$ cat config.mk
export PLATFORM = sky130hd
export DESIGN_NAME = irq_nest_controller
export DESIGN_NICKNAME = d
export VERILOG_FILES = /design/src/rtl/irq_nest_controller.sv
export SDC_FILE = /design/constraint.sdc
export NUM_CORES = 1
export LEC_CHECK = 0
export CAP_MARGIN = 20
export CORE_MARGIN = 2
export CORE_UTILIZATION = 47
export CTS_CLUSTER_SIZE = 20
export DETAILED_ROUTE_END_ITERATION = 8
export PLACE_DENSITY = 0.8
export SYNTH_ARGS = -nofsm -noshare
export SYNTH_HDL_FRONTEND = slang
export SYNTH_SLANG_ARGS = --single-unit
$ cat constraint.sdc
create_clock -name clk -period 1.59 [get_ports clk]
set_input_delay 0.318 -clock clk [delete_from_list [all_inputs] [get_ports clk]]
set_output_delay 0.318 -clock clk [all_outputs]
set_load 0.005 [all_outputs]
$ cat src/rtl/irq_nest_controller.sv
// Prioritised, nesting interrupt controller for the single-cycle RISC-V core.
// Edge-detects peripheral requests into pending bits. It decides when the core
// redirects to a handler vector, and it keeps the return-address stack that
// uret pops.
//
// Optional feature: define IRQ_AUTO_MASK_EN so that entry also clears ie and
// pushes the previous ie next to the PC. uret then restores that ie.
//
// Ports:
//   clk, rst        clock (rising edge), synchronous active-high reset
//   irq_in          peripheral request levels (already synchronous)
//   cpu_halt        core stalled; blocks interrupt entry
//   pc_next         PC the core would execute next; pushed on entry
//   uret/csrrsi/csrrci, csr_zimm  decoded core ops; zimm[0] is the IE bit
//   irq_take        redirect PC to irq_vector this cycle (combinational)
//   irq_vector      handler address of the winning source (combinational)
//   epc_out         top of the return stack, 0 when empty (combinational)
//   ie              global interrupt enable
//   pending         latched pending requests
//   in_service      sources currently being serviced
//   spurious_uret   sticky: uret seen with an empty stack
module irq_nest_controller #(
  parameter int unsigned          NUM_SRC         = 3,
  parameter int unsigned          ADDR_W          = 32,
  parameter logic [ADDR_W-1:0]    VEC_BASE        = 32'h0000_0400,
  parameter int unsigned          VEC_STRIDE_LOG2 = 4
) (
  input  logic                clk,
  input  logic                rst,
  input  logic [NUM_SRC-1:0]  irq_in,
  input  logic                cpu_halt,
  input  logic [ADDR_W-1:0]   pc_next,
  input  logic                uret,
  input  logic                csrrsi,
  input  logic                csrrci,
  input  logic [4:0]          csr_zimm,
  output logic                irq_take,
  output logic [ADDR_W-1:0]   irq_vector,
  output logic [ADDR_W-1:0]   epc_out,
  output logic                ie,
  output logic [NUM_SRC-1:0]  pending,
  output logic [NUM_SRC-1:0]  in_service,
  output logic                spurious_uret
);

  // depth and the priority ceiling both range over 0..NUM_SRC
  localparam int unsigned DEPTH_W = $clog2(NUM_SRC + 1);

  logic [NUM_SRC-1:0] irq_q, pending_q, pending_d, in_service_q, in_service_d;
  logic [DEPTH_W-1:0] depth_q, depth_d;
  logic [ADDR_W-1:0]  stack_q [NUM_SRC];
  logic [ADDR_W-1:0]  stack_d [NUM_SRC];
  logic [ADDR_W-1:0]  vec_q, vec_d;
  logic               ie_q, ie_d, spur_q, spur_d;
`ifdef IRQ_AUTO_MASK_EN
  logic [NUM_SRC-1:0] stack_ie_q, stack_ie_d;
  logic               top_ie;
`endif

  logic [NUM_SRC-1:0] edge_det;
  logic [DEPTH_W-1:0] ceiling;
  logic               cand_valid;
  logic [DEPTH_W-1:0] cand_idx;
  logic [NUM_SRC-1:0] cand_oh;
  logic [ADDR_W-1:0]  cand_vec;
  logic [ADDR_W-1:0]  top_pc;
  logic               do_pop;

  // only the IE bit of zimm is architecturally meaningful here
  logic unused_zimm;
  assign unused_zimm = ^csr_zimm[4:1];

  assign edge_det = irq_in & ~irq_q;

  // ceiling = lowest in-service index; candidate = lowest eligible pending index
  always_comb begin
    ceiling    = DEPTH_W'(NUM_SRC);
    cand_valid = 1'b0;
    cand_idx   = '0;
    cand_oh    = '0;
    for (int i = int'(NUM_SRC) - 1; i >= 0; i--) begin
      if (in_service_q[i]) ceiling = DEPTH_W'(i);
    end
    for (int i = int'(NUM_SRC) - 1; i >= 0; i--) begin
      if (pending_q[i] && !in_service_q[i] && (DEPTH_W'(i) < ceiling)) begin
        cand_valid = 1'b1;
        cand_idx   = DEPTH_W'(i);
        cand_oh    = NUM_SRC'(1) << i;
      end
    end
    cand_vec = VEC_BASE + (ADDR_W'(cand_idx) << VEC_STRIDE_LOG2);
  end

  // top-of-stack read; an empty stack reads as zero
  always_comb begin
    top_pc = '0;
`ifdef IRQ_AUTO_MASK_EN
    top_ie = 1'b0;
`endif
    for (int i = 0; i < int'(NUM_SRC); i++) begin
      if (depth_q == DEPTH_W'(i + 1)) begin
        top_pc = stack_q[i];
`ifdef IRQ_AUTO_MASK_EN
        top_ie = stack_ie_q[i];
`endif
      end
    end
  end

  // any decoded uret/csr op defers entry to a later cycle
  assign irq_take   = cand_valid & ie_q & ~cpu_halt & ~uret & ~csrrsi & ~csrrci & ~rst;
  assign irq_vector = cand_valid ? cand_vec : vec_q;
  assign epc_out    = top_pc;
  assign do_pop     = uret & (depth_q != '0);

  // next-state logic
  always_comb begin
    pending_d    = pending_q;
    in_service_d = in_service_q;
    depth_d      = depth_q;
    stack_d      = stack_q;
    ie_d         = ie_q;
    spur_d       = spur_q;
    vec_d        = cand_valid ? cand_vec : vec_q;
`ifdef IRQ_AUTO_MASK_EN
    stack_ie_d   = stack_ie_q;
`endif
    if (irq_take) begin
      for (int i = 0; i < int'(NUM_SRC); i++) begin
        if (depth_q == DEPTH_W'(i)) begin
          stack_d[i] = pc_next;
`ifdef IRQ_AUTO_MASK_EN
          stack_ie_d[i] = ie_q;
`endif
        end
      end
      depth_d      = depth_q + DEPTH_W'(1);
      in_service_d = in_service_q | cand_oh;
      pending_d    = pending_q & ~cand_oh;
`ifdef IRQ_AUTO_MASK_EN
      ie_d         = 1'b0;
`endif
    end else if (do_pop) begin
      depth_d      = depth_q - DEPTH_W'(1);
      // clear the lowest set bit: the most recently entered (highest priority) source
      in_service_d = in_service_q & (in_service_q - NUM_SRC'(1));
`ifdef IRQ_AUTO_MASK_EN
      ie_d         = top_ie;
`endif
    end else if (uret) begin
      spur_d = 1'b1;
    end
    if (csrrsi && csr_zimm[0]) ie_d = 1'b1;
    if (csrrci && csr_zimm[0]) ie_d = 1'b0;
    // a fresh edge wins over the clear on entry
    pending_d = pending_d | edge_det;
  end

  // state registers
  always_ff @(posedge clk) begin
    if (rst) begin
      irq_q        <= '0;
      pending_q    <= '0;
      in_service_q <= '0;
      depth_q      <= '0;
      ie_q         <= 1'b0;
      spur_q       <= 1'b0;
      vec_q        <= VEC_BASE;
      for (int i = 0; i < int'(NUM_SRC); i++) stack_q[i] <= '0;
`ifdef IRQ_AUTO_MASK_EN
      stack_ie_q   <= '0;
`endif
    end else begin
      irq_q        <= irq_in;
      pending_q    <= pending_d;
      in_service_q <= in_service_d;
      depth_q      <= depth_d;
      ie_q         <= ie_d;
      spur_q       <= spur_d;
      vec_q        <= vec_d;
      for (int i = 0; i < int'(NUM_SRC); i++) stack_q[i] <= stack_d[i];
`ifdef IRQ_AUTO_MASK_EN
      stack_ie_q   <= stack_ie_d;
`endif
    end
  end

  assign ie            = ie_q;
  assign pending       = pending_q;
  assign in_service    = in_service_q;
  assign spurious_uret = spur_q;

endmodule

==> flow_summary_export.csv, run 1 <==
group,metric,value,unit
synth,async_flop_share,0,
clocking,cts_buffers,17,
clocking,cts_tree,"yes",
clocking,cts_root_buffer,"clkbuf_16",
layout,design_area,10360,um^2
clocking,cts_max_level,4,
die,die_x,119.9,um
drt,vias,5882,
sta,tns,-50.39,ns
setup_path,critical_path_class,"reg -> out",
grt,grt_max_degree,98,
grt,grt_first_pass_wirelength,30630,um
synth,yosys.cell_count.top_type,"dfxtp_1",
power,power.leakage,4.712,nW
drt,first_pass_iters,5,
drt,drt_iter0_drc,550,
sta,period_minus_slack,2.177,ns
setup_path,crit_path_top_delay_cell,"dfxtp_4",
placed_design,place_inst,986,
placed_design,portBuffers,114,
grt,track_usage,0.2725,
die,num_rows,42,
grt,grt_pass1_vias,6093,
drt,wire_per_inst,20.53,um
synth,seq_area_frac_synth,0.4470,
placed_design,dpl.hpwl,9824,um
setup_path,end_kind,"output pin",
synth,synthSimpleGateAreaFrac,0.2754,
placed_design,dpl_cell_area,7941,um^2
placed_design,place.gp.congestion,0.8086,
synth,netlist_top_cells_area,"dfxtp_1 (45%), mux2i_1 (15%), nand2b_1 (13%)",
die,core_area,13190,um^2
drt,antenna_left,0,
synth,synth-adder-area-share,0.007926,
layout,area_delta_synth_final,64.14,%
setup_path,path_cells,"inv_4 > ha_4 > buf_12 > buf_16 > buf_6 > a21oi_2 > o21ai_1 > buf_2",
synth,synth_xor_area_frac,0,
sta,slew_headroom,0.6857,
hold_path,hp-class,"in -> reg",
outcome,outcome,"finished with violations",
outcome,violations,"setup timing",
synth,synth_area,6315,um^2
sta,finClkSkew,0.006975,ns
synth,yosys_warnings,0,
grt,overflow,0,
clocking,holdBufCountCts,0,
clocking,clk_latency,0.42,ns
synth,synth_cell_type_count,33,
clocking,cts_buffer_depth,2,
power,power_density,933.4,nW/um^2
sta,timing.final.crit_share,1.369,
synth,ys_ff_latch,141,
die,die_area,14380,um^2
sta,fmax,459.3,MHz
power,ir_drop,663.9,uV
synth,synth_top_family_by_area,"simple AND/OR/NAND/NOR gates",
sta,setup_ws,-0.5872,ns
synth,synth-edff-count,0,
drt,wl,22180,um
sta,rsz0062_at_grt,"true",
clocking,cts_sinks,141,
synth,yosys.area.top_type,"dfxtp_1",
layout,fin_cells,1080,
sta,tightestPinTransition,0.4714,ns
layout,antenna_cells,0,
sta,whs,0.3205,ns
drt,via_per_inst,5.446,
grt,antenna_found_initial,0,
die,io_pins,119,
setup_path,arrival,1.86,ns
setup_path,critPathMaxFanout,8,
synth,synth_common_cells,"dfxtp_1 (141), nand2b_1 (133), mux2i_1 (96)",
synth,synth_top_area_share,0.4470,
setup_path,crit_path_max_incr_delay,0.39,ns
synth,synth_compound_area_frac,0.07371,
synth,ys.flop_type,"dfxtp_1",
synth,muxShareOfSynthArea,0.1540,
synth,synth_nets,752,
sta,drv_slew,0,
synth,postSynthCellCount,702,
synth,avgSynthCellArea,8.995,um^2
layout,drive_above_1_share,0.4281,
setup_path,worst_ep_required_time,1.27,ns
die,die_y,119.9,um
sta,hold_viol,0,
layout,nets,942,
drt,drc,0,
sta,setup_viol,194,
clocking,clk_pin_slew_worst_paths,0.05,ns
setup_path,cp-start-kind,"register",
run,max-cap-violations,0,
die,start_util,0.4788,
power,power,9.675,mW
[per-stage QoR]
step | util | setup slack [ns]
global placement | 0.6021 | -0.6293
finish | 0.7858 | -0.5872
detailed placement | 0.6021 | -0.6657
global route | 0.7858 | -0.6290
floorplan | - | 0.004810
CTS | 0.7495 | -0.6563
[report_power, final]
| part | internal (mW) | leakage, nW | total, mW | switching [mW] |
|---|---|---|---|---|
| clock network | 3.17 | 0.335 | 4.77 | 1.60 |
| registers | 3.56 | 1.14 | 3.58 | 0.0243 |
| logic | 0.719 | 3.24 | 1.32 | 0.604 |
| total | 7.45 | 4.71 | 9.67 | 2.23 |
[path summary, 6_finish.rpt]
| kind | end | slack (ns) | start | cells past startpoint |
|---|---|---|---|---|
| min | in_service[2] | 0.32 | rst | 4 |
| min reg2reg | vec_q[10] | 0.47 | vec_q[10] | 1 |
| max | epc_out[22] | -0.59 | depth_q[0] | 8 |
| max reg2reg | stack_q[62] | -0.25 | depth_q[1] | 10 |
[cell type report]
type | instances | area, um^2
sequential | 141 | 2841
clock inverter | 12 | 240.2
timing repair buffer | 223 | 2579
inverter | 6 | 27.53
tap | 176 | 220.2
clock buffer | 19 | 452.9
multi-input combinational | 503 | 4004
fill | 722 | 2825
[metal layers]
layer | track usage | vias to the layer above | wire length [um]
li1 | - | 2687 | -
met4 | 0.1449 | 0 | 981
met1 | 0.3020 | 2861 | 8618
met5 | 0 | - | 0
met2 | 0.4780 | 265 | 11280
met3 | 0.06844 | 69 | 1295
[flip-flops by register name (all words and copies together) (netlist names)]
name / count
stack_q: 96
vec_q: 32
in_service: 3
irq_q: 3
pending: 3
depth_q: 2
ie: 1
spurious_uret: 1
[what timing repair did]
| action | in CTS | in global routing |
|---|---|---|
| endpoints found under the setup margin | 196 | 200 |
| setup buffers | 37 | 15 |
| pin swaps | 83 | 82 |
| gates cloned | 17 | 6 |
| resized for setup | 493 | 105 |
[cell families after synthesis]
logic type      after synthesis
buf+inv                      58
fa+ha+maj                     4
mux                          97
flops                       141
simple gates                319
compound gates               83
[layout by cell type, fill, tap and decap left out, types with 5 or more instances in the layout]
cell / synthesis / routed
buf_12: 0 / 22
and2_4: 0 / 57
a21oi_1: 40 / 13
bufinv_16: 0 / 7
buf_2: 8 / 35
nor2_4: 0 / 24
clkbuf_16: 0 / 22
dfxtp_1: 141 / 132
nand2b_1: 133 / 130
nand2_4: 0 / 15
o21ai_2: 0 / 5
nand2_2: 0 / 11
mux2i_1: 96 / 90
dlygate4sd2_1: 0 / 5
nor2_1: 44 / 14
nor2b_1: 7 / 7
nand2_1: 66 / 40
buf_4: 1 / 36
clkdlybuf4s50_1: 0 / 39
buf_16: 0 / 13
o21ai_1: 0 / 27
buf_6: 0 / 62
nor2_2: 0 / 6
a21oi_2: 0 / 26
dfxtp_2: 0 / 6
[critical path, delay by kind of cell (launching register included)]
| family | cells | cell delay (ns) |
|---|---|---|
| buffers and inverters | 5 | 0.61 |
| flip-flops | 1 | 0.39 |
| AO/OA/AOI/OAI | 2 | 0.25 |
| adder cells (fa/ha/maj) | 1 | 0.18 |
No activity file was read; power rests on OpenSTA's default activity.
==> run 2, diff against run 1 <==
--- a/config.mk
+++ b/config.mk
@@ -7,10 +7,11 @@
 export LEC_CHECK = 0
 export CAP_MARGIN = 20
 export CORE_MARGIN = 2
-export CORE_UTILIZATION = 47
+export CORE_UTILIZATION = 40
+export CTS_CLUSTER_DIAMETER = 30
 export CTS_CLUSTER_SIZE = 20
 export DETAILED_ROUTE_END_ITERATION = 8
-export PLACE_DENSITY = 0.8
+export PLACE_DENSITY = 0.7
 export SYNTH_ARGS = -nofsm -noshare
 export SYNTH_HDL_FRONTEND = slang
 export SYNTH_SLANG_ARGS = --single-unit
==> run 2 against run 1 <==
Against the previous run: the flow still finishes with violations (setup timing); die area increased by 17%; global-route usage decreased by 4.0 points; utilization decreased by 10 points; critical path type unchanged; highest routed layer unchanged.
==> flow_summary_export.csv, run 2 (synthesis gave the netlist of run 1 again) <==
group,metric,value,unit
placed_design,place.gp.congestion,0.8174,
drt,wl,20860,um
clocking,clk_pin_slew_worst_paths,0.06,ns
outcome,violations,"setup timing",
drt,vias,5675,
layout,nets,950,
sta,slew_headroom,0.6728,
layout,top_regs,"stack_q: 96 flops, vec_q: 32 flops",
setup_path,worstSetupStartpoint,"depth_q[1]",
grt,grt_use_met3,0.07391,
hold_path,hp-start,"rst",
die,start_util,0.4123,
grt,busiest_layer,"met2",
clocking,clk_latency,0.42,ns
layout,multiInputGateArea,4095,um^2
sta,drv_slew,0,
grt,antenna_found_initial,0,
power,seq_power_share,0.426,
clocking,cts_buffer_depth,2,
setup_path,arrival,1.88,ns
drt,via_per_inst,5.062,
layout,postLayoutCoreUtil,0.6839,
die,die_x,129.6,um
power,p_clk_frac,0.417,
setup_path,end_kind,"output pin",
layout,drive_above_1_share,0.4418,
sta,hold_viol,0,
sta,period_minus_slack,2.198,ns
sta,tightestPinTransition,0.4907,ns
placed_design,portBuffers,114,
grt,met1_usage,0.2504,
layout,seq_area,2844,um^2
grt,grt_max_degree,94,
clocking,cts_sinks,141,
grt,grt_first_pass_wirelength,30150,um
power,power.leakage,4.746,nW
die,core_area,15310,um^2
drt,drc,0,
die,die_area,16810,um^2
power,power.internal,6.374,mW
drt,antenna_left,0,
sta,setup_viol,194,
setup_path,r2r_start,"in_service[0]",
sta,finClkSkew,0.008627,ns
setup_path,critical_path_class,"reg -> out",
layout,regMostFlops,"stack_q",
grt,overflow,0,
layout,fillerInstances,1089,
drt,wire_per_inst,18.61,um
drt,drt_iter0_drc,377,
power,p_sw_frac,0.2425,
placed_design,dpl.hpwl,10010,um
power,power.switching,2.041,mW
hold_path,hp-class,"in -> reg",
outcome,outcome,"finished with violations",
clocking,cts_tree,"yes",
die,die_y,129.6,um
placed_design,dpl_cell_area,8038,um^2
grt,track_usage,0.2327,
layout,antenna_cells,0,
sta,fmax,454.9,MHz
layout,design_area,10470,um^2
die,io_pins,119,
clocking,cts_root_buffer,"clkbuf_16",
layout,final_cell_mix,"nand2b_1 (132), dfxtp_1 (132), mux2i_1 (89)",
power,ir_drop,726.9,uV
sta,tns,-52.88,ns
drt,first_pass_iters,4,
hold_path,worstHoldPathCells,4,
setup_path,cp-start-kind,"register",
setup_path,r2r_cells,8,
power,power_density,803.4,nW/um^2
sta,setup_ws,-0.6084,ns
setup_path,worst_ep_required_time,1.27,ns
clocking,holdBufCountCts,0,
grt,grt_pass1_vias,5836,
sta,rsz0062_at_grt,"true",
clocking,cts_max_level,4,
die,num_rows,45,
power,combPwrFrac,0.157,
clocking,cts_buffers,17,
setup_path,critPathMaxFanout,5,
grt,grt_util_met2,0.4293,
run,max-cap-violations,0,
layout,largest_reg_flops,96,
sta,timing.final.crit_share,1.383,
layout,area_delta_synth_final,65.86,%
[run 2: changes by cell type in the layout (fill, tap and decap cells not counted), sizes merged]
cell	delta
clkdlybuf4s15	+2
clkinvlp	-2
buf	+5
bufinv	-7
dlygate4sd2	-1
dlymetal6s2s	-3
clkdlybuf4s50	+2
clkinv	-1
clkbuf	+11
[run 2: path summary, 6_finish.rpt]
path | end | slack, ns
hold / removal | in_service[2] | 0.31
setup / recovery | epc_out[0] | -0.61
setup reg to reg | stack_q[83] | -0.28
hold reg to reg | spurious_uret | 0.47
[run 2: layout make-up]
class | count | share of cell area
timing repair buffer | 231 | 0.2616
clock buffer | 27 | 0.04707
inverter | 6 | 0.002628
multi-input combinational | 503 | 0.3910
tap | 211 | 0.02521
clock inverter | 2 | 0.0009557
sequential | 141 | 0.2715
[run 2: through the flow]
stage	hold WS [ns]	power, mW	setup slack (ns)	cells
after floorplan	0.4050	3.982	0.004810	702
after global placement	0.4336	4.344	-0.5894	1025
after detailed placement	0.4363	4.356	-0.5827	1025
after CTS	0.2491	8.258	-0.6061	1109
after global routing	0.3184	8.685	-0.6501	1121
final	0.3060	8.415	-0.6084	1121
[run 2: repair_timing]
item / in CTS / in global routing
pin swaps: 84 / 84
buffers inserted: 36 / 26
endpoints found under the setup margin: 195 / 199
gates cloned: 20 / 5
resized for setup: 477 / 166
[run 2: worst max-delay path, stage by stage, from the launching register on]
cell and delay (ns):
dfxtp_4 0.39, inv_4 0.05, ha_4 0.16, buf_6 0.13, buf_6 0.13, buf_6 0.13, nand2_2 0.06, nor2_1 0.05
a21oi_1 0.18, o21ai_1 0.07, buf_2 0.12
[run 2: power by group through the flow]
stage | Clock (mW) | Combinational, mW | Sequential, mW
final | 3.51 | 1.32 | 3.59
after global routing | 3.71 | 1.38 | 3.59
after CTS | 3.53 | 1.15 | 3.58
after detailed placement | 0 | 0.701 | 3.65
after global placement | 0 | 0.692 | 3.65
after floorplan | 0 | 0.328 | 3.65
[run 2: routing by layer]
metal / share of wire / routed length, um / vias up
li1: - / - / 2706
met2: 0.53 / 11050 / 183
met4: 0.026 / 549 / 0
met1: 0.38 / 7961 / 2748
met5: 0 / 0 / -
met3: 0.062 / 1300 / 38
